## src/rtl/beta_pkg.sv

```systemverilog
`default_nettype none
// +----------------------------------------------------------------------+
// | Module  : beta_pkg                                                   |
// | Brief   : Shared Beta ISA constants, NOP encoding, pc_sel encoding.  |
// | Revision: 1.0                                                        |
// +----------------------------------------------------------------------+
package beta_pkg;

    localparam logic [5:0]  C_OP_LD     = 6'h18;
    localparam logic [5:0]  C_OP_ST     = 6'h19;
    localparam logic [5:0]  C_OP_JMP    = 6'h1B;
    localparam logic [5:0]  C_OP_BEQ    = 6'h1C;
    localparam logic [5:0]  C_OP_BNE    = 6'h1D;
    localparam logic [5:0]  C_OP_LDR    = 6'h1F;

    localparam logic [4:0]  C_R31       = 5'd31;

    // ADDC R31,0,R31: writes nothing architecturally visible.
    localparam logic [31:0] C_NOP_INSTR = 32'hC3FF_0000;

    typedef enum logic [1:0] {
        PC_SEQ    = 2'd0,
        PC_BRANCH = 2'd1,
        PC_JMP    = 2'd2
    } pc_sel_e;

    function automatic logic [31:0] sext16(input logic [15:0] v);
        return {{16{v[15]}}, v};
    endfunction

endpackage
`default_nettype wire

```

## src/rtl/regfile.sv

```systemverilog
`default_nettype none
// +----------------------------------------------------------------------+
// | Module  : regfile                                                    |
// | Brief   : 32x32 register file, 2 combinational reads, 1 sync write, |
// |           R31 hardwired to zero, no write-through.                  |
// | Revision: 1.0                                                        |
// +----------------------------------------------------------------------+
module regfile
    import beta_pkg::*;
(
    input  logic        clk,
    input  logic        i_we,
    input  logic [4:0]  i_wa,
    input  logic [31:0] i_wd,
    input  logic [4:0]  i_ra1,
    output logic [31:0] o_rd1,
    input  logic [4:0]  i_ra2,
    output logic [31:0] o_rd2
);

    logic [31:0] r_mem [0:31];

    // Contents are intentionally not reset.
    always_ff @(posedge clk) begin
        if (i_we && (i_wa != C_R31)) begin
            r_mem[i_wa] <= i_wd;
        end
    end

    assign o_rd1 = (i_ra1 == C_R31) ? 32'd0 : r_mem[i_ra1];
    assign o_rd2 = (i_ra2 == C_R31) ? 32'd0 : r_mem[i_ra2];

endmodule
`default_nettype wire

```

## src/rtl/rf_stage.sv

```systemverilog
`default_nettype none
// +----------------------------------------------------------------------+
// | Module  : rf_stage                                                   |
// | Brief   : Beta register-fetch stage: decode, register read, load-use |
// |           interlock, branch/JMP resolution and RF/EX pipeline reg.  |
// | Revision: 1.0                                                        |
// +----------------------------------------------------------------------+
module rf_stage
    import beta_pkg::*;
(
    input  logic        clk,
    input  logic        rst,
    input  logic [31:0] instr_if,
    input  logic [31:0] pc_if,
    input  logic [31:0] a_op,
    input  logic [31:0] b_op,
    input  logic        wb_we,
    input  logic [4:0]  wb_rc,
    input  logic [31:0] wb_data,
    input  logic        ex_is_ld,
    input  logic [4:0]  ex_rc,
    output logic [4:0]  ra_sel,
    output logic [4:0]  rb_sel,
    output logic [31:0] rd1,
    output logic [31:0] rd2,
    output logic        stall,
    output logic [1:0]  pc_sel,
    output logic [31:0] br_target,
    output logic [31:0] ex_instr,
    output logic [31:0] ex_pc,
    output logic [31:0] ex_a,
    output logic [31:0] ex_b,
    output logic [31:0] ex_d
);

    logic [31:0] r_instr_rf;
    logic [31:0] r_pc_rf;
    logic [31:0] r_ex_instr;
    logic [31:0] r_ex_pc;
    logic [31:0] r_ex_a;
    logic [31:0] r_ex_b;
    logic [31:0] r_ex_d;

    logic [5:0]  w_opcode;
    logic [4:0]  w_rc;
    logic [4:0]  w_ra;
    logic [4:0]  w_rb;
    logic [15:0] w_literal;
    logic [31:0] w_lit_sext;
    logic [4:0]  w_rb_sel;
    logic        w_is_st;
    logic        w_ra_used;
    logic        w_rb_used;
    logic        w_ld_hazard;
    logic        w_stall;
    logic        w_a_zero;
    logic        w_use_lit;
    logic        w_taken;
    logic [31:0] w_br_target;
    pc_sel_e     w_pc_sel;

    assign w_opcode   = r_instr_rf[31:26];
    assign w_rc       = r_instr_rf[25:21];
    assign w_ra       = r_instr_rf[20:16];
    assign w_rb       = r_instr_rf[15:11];
    assign w_literal  = r_instr_rf[15:0];
    assign w_lit_sext = sext16(w_literal);

    assign w_is_st    = (w_opcode == C_OP_ST);
    // ST reads its store-data register through the Rc field.
    assign w_rb_sel   = w_is_st ? w_rc : w_rb;

    assign w_ra_used  = (w_opcode != C_OP_LDR);
    assign w_rb_used  = (w_opcode[5:4] == 2'b10) || w_is_st;

    assign w_ld_hazard = ex_is_ld && (ex_rc != C_R31) &&
                         ((w_ra_used && (ex_rc == w_ra)) ||
                          (w_rb_used && (ex_rc == w_rb_sel)));
    assign w_stall     = !rst && w_ld_hazard;

    assign w_a_zero    = (a_op == 32'd0);

    // A stall masks any branch decision; the branch re-evaluates once the load clears.
    always_comb begin
        w_pc_sel = PC_SEQ;
        if (!rst && !w_stall) begin
            if (((w_opcode == C_OP_BEQ) && w_a_zero) ||
                ((w_opcode == C_OP_BNE) && !w_a_zero)) begin
                w_pc_sel = PC_BRANCH;
            end else if (w_opcode == C_OP_JMP) begin
                w_pc_sel = PC_JMP;
            end
        end
    end

    assign w_taken     = (w_pc_sel != PC_SEQ);
    assign w_br_target = (w_opcode == C_OP_JMP) ? {a_op[31:2], 2'b00}
                                                : r_pc_rf + {w_lit_sext[29:0], 2'b00};

    assign w_use_lit   = (w_opcode[5:4] == 2'b11) ||
                         (w_opcode == C_OP_LD) || (w_opcode == C_OP_ST);

    regfile u_regfile (
        .clk   (clk),
        .i_we  (wb_we),
        .i_wa  (wb_rc),
        .i_wd  (wb_data),
        .i_ra1 (w_ra),
        .o_rd1 (rd1),
        .i_ra2 (w_rb_sel),
        .o_rd2 (rd2)
    );

    // IF/RF register: held on stall, annulled after a taken branch or JMP.
    always_ff @(posedge clk) begin
        if (rst) begin
            r_instr_rf <= C_NOP_INSTR;
            r_pc_rf    <= 32'd0;
        end else if (!w_stall) begin
            r_instr_rf <= w_taken ? C_NOP_INSTR : instr_if;
            r_pc_rf    <= pc_if;
        end
    end

    // RF/EX register: a stall injects a bubble carrying pc_rf.
    always_ff @(posedge clk) begin
        if (rst) begin
            r_ex_instr <= C_NOP_INSTR;
            r_ex_pc    <= 32'd0;
            r_ex_a     <= 32'd0;
            r_ex_b     <= 32'd0;
            r_ex_d     <= 32'd0;
        end else if (w_stall) begin
            r_ex_instr <= C_NOP_INSTR;
            r_ex_pc    <= r_pc_rf;
        end else begin
            r_ex_instr <= r_instr_rf;
            r_ex_pc    <= r_pc_rf;
            r_ex_a     <= a_op;
            r_ex_b     <= w_use_lit ? w_lit_sext : b_op;
            r_ex_d     <= b_op;
        end
    end

    assign ra_sel    = w_ra;
    assign rb_sel    = w_rb_sel;
    assign stall     = w_stall;
    assign pc_sel    = w_pc_sel;
    assign br_target = w_br_target;
    assign ex_instr  = r_ex_instr;
    assign ex_pc     = r_ex_pc;
    assign ex_a      = r_ex_a;
    assign ex_b      = r_ex_b;
    assign ex_d      = r_ex_d;

endmodule
`default_nettype wire

```

## config.mk

```make
export PLATFORM = sky130hd
export DESIGN_NAME = rf_stage
export DESIGN_NICKNAME = d
export VERILOG_FILES = /design/src/rtl/beta_pkg.sv /design/src/rtl/regfile.sv /design/src/rtl/rf_stage.sv
export SDC_FILE = /design/constraint.sdc
export NUM_CORES = 2
export LEC_CHECK = 0
export CAP_MARGIN = 15
export CELL_PAD_IN_SITES_DETAIL_PLACEMENT = 0
export CELL_PAD_IN_SITES_GLOBAL_PLACEMENT = 1
export CORE_UTILIZATION = 49
export DETAILED_ROUTE_END_ITERATION = 10
export GPL_TIMING_DRIVEN = 0
export PLACE_DENSITY = 0.9
export SLEW_MARGIN = 10
export SYNTH_ARGS = -nofsm -noshare
export SYNTH_HDL_FRONTEND = slang
export SYNTH_SLANG_ARGS = --single-unit
```

## constraint.sdc

```tcl
create_clock -name clk -period 3.4 [get_ports clk]
set_input_delay 0.34 -clock clk [delete_from_list [all_inputs] [get_ports clk]]
set_output_delay 0.34 -clock clk [all_outputs]
set_load 0.05 [all_outputs]
```

# Word level (Yosys, flattened, before mapping)
# Memory sizes are Yosys's and may differ from the RTL's. A register that Yosys moved wholly into a read port is not among the register bits.
# Index checks and enable logic that the tools add are counted.
dict set report classes {
  mux 13
  n_eq_ne 14
  addsub 1
  reduce_logical 20
}
# cell n
set op_table {}
lappend op_table {{$mux 32} 5}
lappend op_table {{$add 32x32->32} 1}
lappend op_table {{$logic_not 32->1} 1}
lappend op_table {{$eq 6x5->1 const B} 5}
lappend op_table {{$mux 5} 3}
lappend op_table {{$eq 5x5->1} 2}
lappend op_table {{$eq 5x5->1 const B} 2}
lappend op_table {{$ne 5x5->1 const B} 2}
lappend op_table {{$logic_and 1x1->1} 9}
lappend op_table {{$mux 2} 3}
lappend op_table {{$ne 6x5->1 const B} 1}
lappend op_table {{$logic_or 1x1->1} 5}
lappend op_table {{$eq 2x2->1 const B} 2}
lappend op_table {{$logic_not 1->1} 3}
lappend op_table {{$mux 1} 2}
lappend op_table {{$reduce_bool 2->1} 1}
lappend op_table {{$reduce_or 2->1} 1}
dict set report totals {
  mem_count 1
  register_bits 224
  out_inout_bits 269
  ramBits 1024
  inputBits 174
  wordCells 56
}
# name words word_bits read_ports rd_clocked_by_memory_dff write_ports line_no
set mem_list {}
lappend mem_list {u_regfile.r_mem 32 32 2 1 1 regfile.sv:21} ;# logic [31:0] r_mem [0:31];

# Longest topological paths before layout
dict set report logic_depth {
  ltp_word 14
  ltp_mapped 13
  mapped_depth_nobuf 11
}

# Hierarchy
# A second synthesis with hierarchy kept.
dict set report unflattened {
  hier_cells 3565
  hier_area_um2 56566.8
}
# module area_per_inst_um2 seq_area_each_um2 n_inst cells_each
set by_module_without_submodules {}
lappend by_module_without_submodules {regfile 46998.8 30749.5 1 2414}
lappend by_module_without_submodules {rf_stage 9567.9 4484.3 1 1151}

# Worst setup path before layout
# OpenSTA, ideal clock, no wires.
dict set report synth_path {
  path_type {register to output}
  startpoint {reg r_instr_rf[15]}
  endpoint {out br_target[29]}
  stages_incl_launch_ff 10
  n_path_buf 0
  path_slack_ns -1.028
  required_ns 3.060
  arrival_ns 4.088
  path_cell_list {dfxtp_1 -> ha_1 -> o21ai_0 -> nand2_1 -> nand3_1 -> or3_1 -> o2111a_1 -> or2_2 -> o21a_1 -> o311ai_0}
}
dict set report synth_between {
  elab_chain_len 2
}
# element line_no
set synth_rtl {}
lappend synth_rtl {{start, declared} rf_stage.sv:36} ;# logic [31:0] r_instr_rf;
lappend synth_rtl {{start signal, assigned} rf_stage.sv:120} ;# r_instr_rf <= w_taken ? C_NOP_INSTR : instr_if;
lappend synth_rtl {{$add 32x32->32} rf_stage.sv:98} ;# : r_pc_rf + {w_lit_sext[29:0], 2'b00};
lappend synth_rtl {{$mux 32} rf_stage.sv:97} ;# assign w_br_target = (w_opcode == C_OP_JMP) ? {a_op[31:2], 2'b00}
lappend synth_rtl {{end, declared} rf_stage.sv:28} ;# output logic [31:0] br_target,
# No other way between the ends.

# Worst setup path in the final report
dict set report layout_path {
  startpoint {reg r_instr_rf[28]}
  endpoint {out rd2[27]}
}
dict set report layout_between {
  elab_chain_len 4
}
# element line_no
set layout_rtl {}
lappend layout_rtl {{$eq 6x5->1 *} rf_stage.sv:69} ;# assign w_is_st = (w_opcode == C_OP_ST);
lappend layout_rtl {{$mux 5 *} rf_stage.sv:71} ;# assign w_rb_sel = w_is_st ? w_rc : w_rb;
lappend layout_rtl {{$mem_v2 32x32 or $eq 5x5->1 (tied branches)} --}
lappend layout_rtl {{$mux 32 *} regfile.sv:31} ;# assign o_rd2 = (i_ra2 == C_R31) ? 32'd0 : r_mem[i_ra2];
lappend layout_rtl {{end, declared} rf_stage.sv:25} ;# output logic [31:0] rd2,
# Every way passes the cells marked *; elsewhere a longest branch is shown, timed or not.

==> metrics.txt <==
ys flop type=edfxtp_1; sw power=11000 µW; Max Cap Viol=0; grt met1 use=42.3%; IO buf count=442; Cells after Synth=4225; worst hold path class=input pin to flip-flop; Area Overhead vs Synth=30.6%; reg2reg path depth=13; layout cells sized above 1=roughly 28%; failing checks=setup timing; WP data required=3060 ps; switching portion of total power=between 20% and 30%; hold_sp=instr_if[6]; Final ANT Viol Nets=0; pwr/cell area=520 nW/µm²; Max Fclk=approximately 0.23 GHz; EDFF count, synth=between 1000 and 1500; most common cell after layout, fill and taps aside=edfxtp_1; Num CTS Buffers=about 130; DR iter-0 viols=7666; P_leak=0.0259 µW; Slew headroom=12.9%; Netlist cell types=between 60 and 70; Worst-path clk slew=60 ps; first-pass GRT wire length=305000 µm; DRT Pass-1 Iters=7; status=complete, but fails checks; Seq/Total Area, Yosys=61.6%; Worst Setup EP=rd2[27]; largest net degree at the start of global routing=33; layout filler cell count=7901; Max Transition Viols Final=0; htree depth=4; DR WL/cell=34.4 µm; RR Endpoint=ex_d[14]$_SDFFE_PP0N_; Max Buffers Root-to-Sink=3; Worst-Skew Late Latency=780 ps; most frequent cells in the layout=edfxtp_1, nand2_1, mux4_2, clkdlybuf4s50_1, a21oi_1; initial core utilization=49.4%; Place WS=-2210 ps; WP data arrival=slightly above 4000 ps; DR vias/cell=6.93; kind of critical path=flip-flop to primary output; CTS hold repair buffers=0; CTS tree=yes; DRT Wirelength=228000 µm; setup slack, reg-to-reg=roughly 170 ps; area of the multi-input gates=23600 µm²; Startpoint Class=flip-flop; Flop pwr share=44.1%; GRT busiest layer=met2; Die Y=between 300 and 400 µm; Max VDD drop=0.691 mV; clk sinks=around 1300; WHS=109 ps; Ys Warns=0; DIE AREA=around 120000 µm²; Mapped Area=57300 µm²; total overflow reported by the global router=0; Rows=~130; Setup crit start=r_instr_rf[28]$_SDFFE_PP0N_; antenna violations before repair=15; Mean Syn Cell Area=about 14 µm²; met2 usage=between 50% and 60%; final setup fails=83; clk_skew=52.3 ps; Hold Path Depth=3; Core Util, Final=64.5%; Tcrit/Tclk final=129%; Placer Congestion=0.950; HPWL Detailed=149000 µm; GR Util met3=11.7%; Register Area=35400 µm²; Internal=between 20000 and 30000 µW; FFs w/ async S/R, synth=0%; core area=116000 µm²; fin crit period=4380 ps; clock power share=a little under two fifths; # DRC=0; Final Cell Area=74800 µm²; Die Wd=344 µm; root buf cell=clkbuf_16; final count of hold timing violations=0; CP endpoint kind=primary output; combinational share of power=17.6%; worst slew pin tran=1300 ps; Area contributors post-synth=edfxtp_1, mux4_2, dfxtp_1; Cell Area, Placed=~65000 µm²; vias in the first global route=around 44000; setup_tns=-40020 ps; Top Ports=~440; r2r startpoint=r_instr_rf[28]$_SDFFE_PP0N_; GR Util All Layers=36.4%; final net count=5173; cell taking the most area after synthesis=edfxtp_1; Synth Register Bits=approximately 1300; post-synth top area share=around 54%; Vias=45831; worst setup margin=-977 ps; unrepaired setup endpoints after global routing=yes; crit path max fanout=11
==> synthesized netlist by cell type (3+ instances only) <==
| library cell | instances |
|---|---|
| nand2b_1 | 5 |
| o31ai_1 | 13 |
| mux2i_1 | 91 |
| nand3b_1 | 18 |
| dfxtp_1 | 229 |
| ha_1 | 29 |
| a2111oi_0 | 63 |
| a21o_1 | 4 |
| mux2_2 | 3 |
| clkbuf_1 | 228 |
| o311ai_1 | 19 |
| inv_1 | 20 |
| buf_1 | 44 |
| o311ai_0 | 14 |
| or2_2 | 3 |
| o21a_1 | 6 |
| o211ai_1 | 3 |
| or3_1 | 15 |
| a211oi_1 | 38 |
| edfxtp_1 | 1024 |
| xor2_1 | 17 |
| nand3_1 | 101 |
| nand4_1 | 38 |
| a21oi_1 | 257 |
| and3_1 | 70 |
| nor4_1 | 10 |
| mux4_2 | 382 |
| buf_2 | 46 |
| nand2_1 | 952 |
| nor2b_1 | 37 |
| xnor2_1 | 12 |
| and2_1 | 25 |
| nor2_1 | 152 |
| a31oi_1 | 7 |
| nor3_1 | 53 |
| nor3b_1 | 7 |
| o21ai_0 | 55 |
| a311oi_1 | 66 |
| buf_4 | 8 |
| a32oi_1 | 31 |
==> stage by stage <==
step,total power (µW),instances
floorplan,20700,4256
global placement,23000,6222
global route,39500,6611
CTS,38000,6520
finish,38900,6614
detailed placement,23100,6258
==> sequential cells by signal (all words and copies together), names as in the netlist, named ones only <==
| register | cells |
|---|---|
| u_regfile.r_mem | 1024 |
| ex_pc | 32 |
| ex_instr | 32 |
| ex_b | 32 |
| ex_d | 32 |
| r_pc_rf | 32 |
| r_instr_rf | 32 |
| ex_a | 32 |
==> worst min path at each step <==
stage                                 end  slack, ps
2_1_floorplan     r_pc_rf[0]$_SDFFE_PP0N_        440
3_3_place_gp        ex_a[27]$_SDFFE_PP0N_        440
4_1_cts        r_instr_rf[0]$_SDFFE_PP0N_         80
6_report       r_instr_rf[6]$_SDFFE_PP0N_        110
3_5_place_dp         ex_d[4]$_SDFFE_PP0N_        450
5_1_grt        r_instr_rf[5]$_SDFFE_PP0N_        120
==> timing repair <==
action	CTS	global route
buffers inserted	22	71
pin swaps	50	101
gates resized for setup	1146	761
gates cloned	4	6
endpoints found under the setup margin	283	224
==> cell families (layout without fill, tap and decap cells) <==
family,after synthesis,after routing,share of synthesized area (%)
AND/OR/NAND/NOR,1493,1494,11.2
AO/OA/AOI/OAI,593,593,6.86
XOR/XNOR,29,29,0.443
flip-flops,1253,1253,61.6
adder cells (fa/ha/maj),30,30,0.668
multiplexers,478,478,16.7
other,1,46,0.00654
buffers and inverters,348,1167,2.43
==> cell type report <==
type                    count  share of cell area [%]
well taps                1524                    2.55
flip-flops and latches   1253                    47.3
clock buffers             167                    4.76
inverters                  22                   0.130
repair buffers            585                    8.65
clock inverters            74                    1.13
multi-input cells        2656                    31.5
plain buffers             319                    3.92
diodes                     14                  0.0468
==> power groups by stage <==
stage,registers [µW],logic (µW),clock network (µW)
2_1_floorplan,17800,2920,0
3_3_place_gp,17500,5500,0
5_1_grt,17200,6960,15400
3_5_place_dp,17500,5590,0
4_1_cts,17200,6090,14800
6_report,17200,6840,14900
==> worst max-delay path: stages, from the launching register on <==
cell and delay (ps):
dfxtp_4 360, nor3b_4 330, buf_4 180, nand2_2 90, a31oi_4 590, buf_2 610
a21oi_1 170, a2111oi_4 520, o311ai_2 190, buf_6 200
==> layer usage <==
| metal | part of all wire (%) | vias up |
|---|---|---|
| met5 | 0.019 | - |
| met4 | 8.0 | 6 |
| met3 | 15 | 1138 |
| met2 | 46 | 4614 |
| met1 | 31 | 22269 |
| li1 | - | 17804 |
No activity file was read; power rests on OpenSTA's default activity.
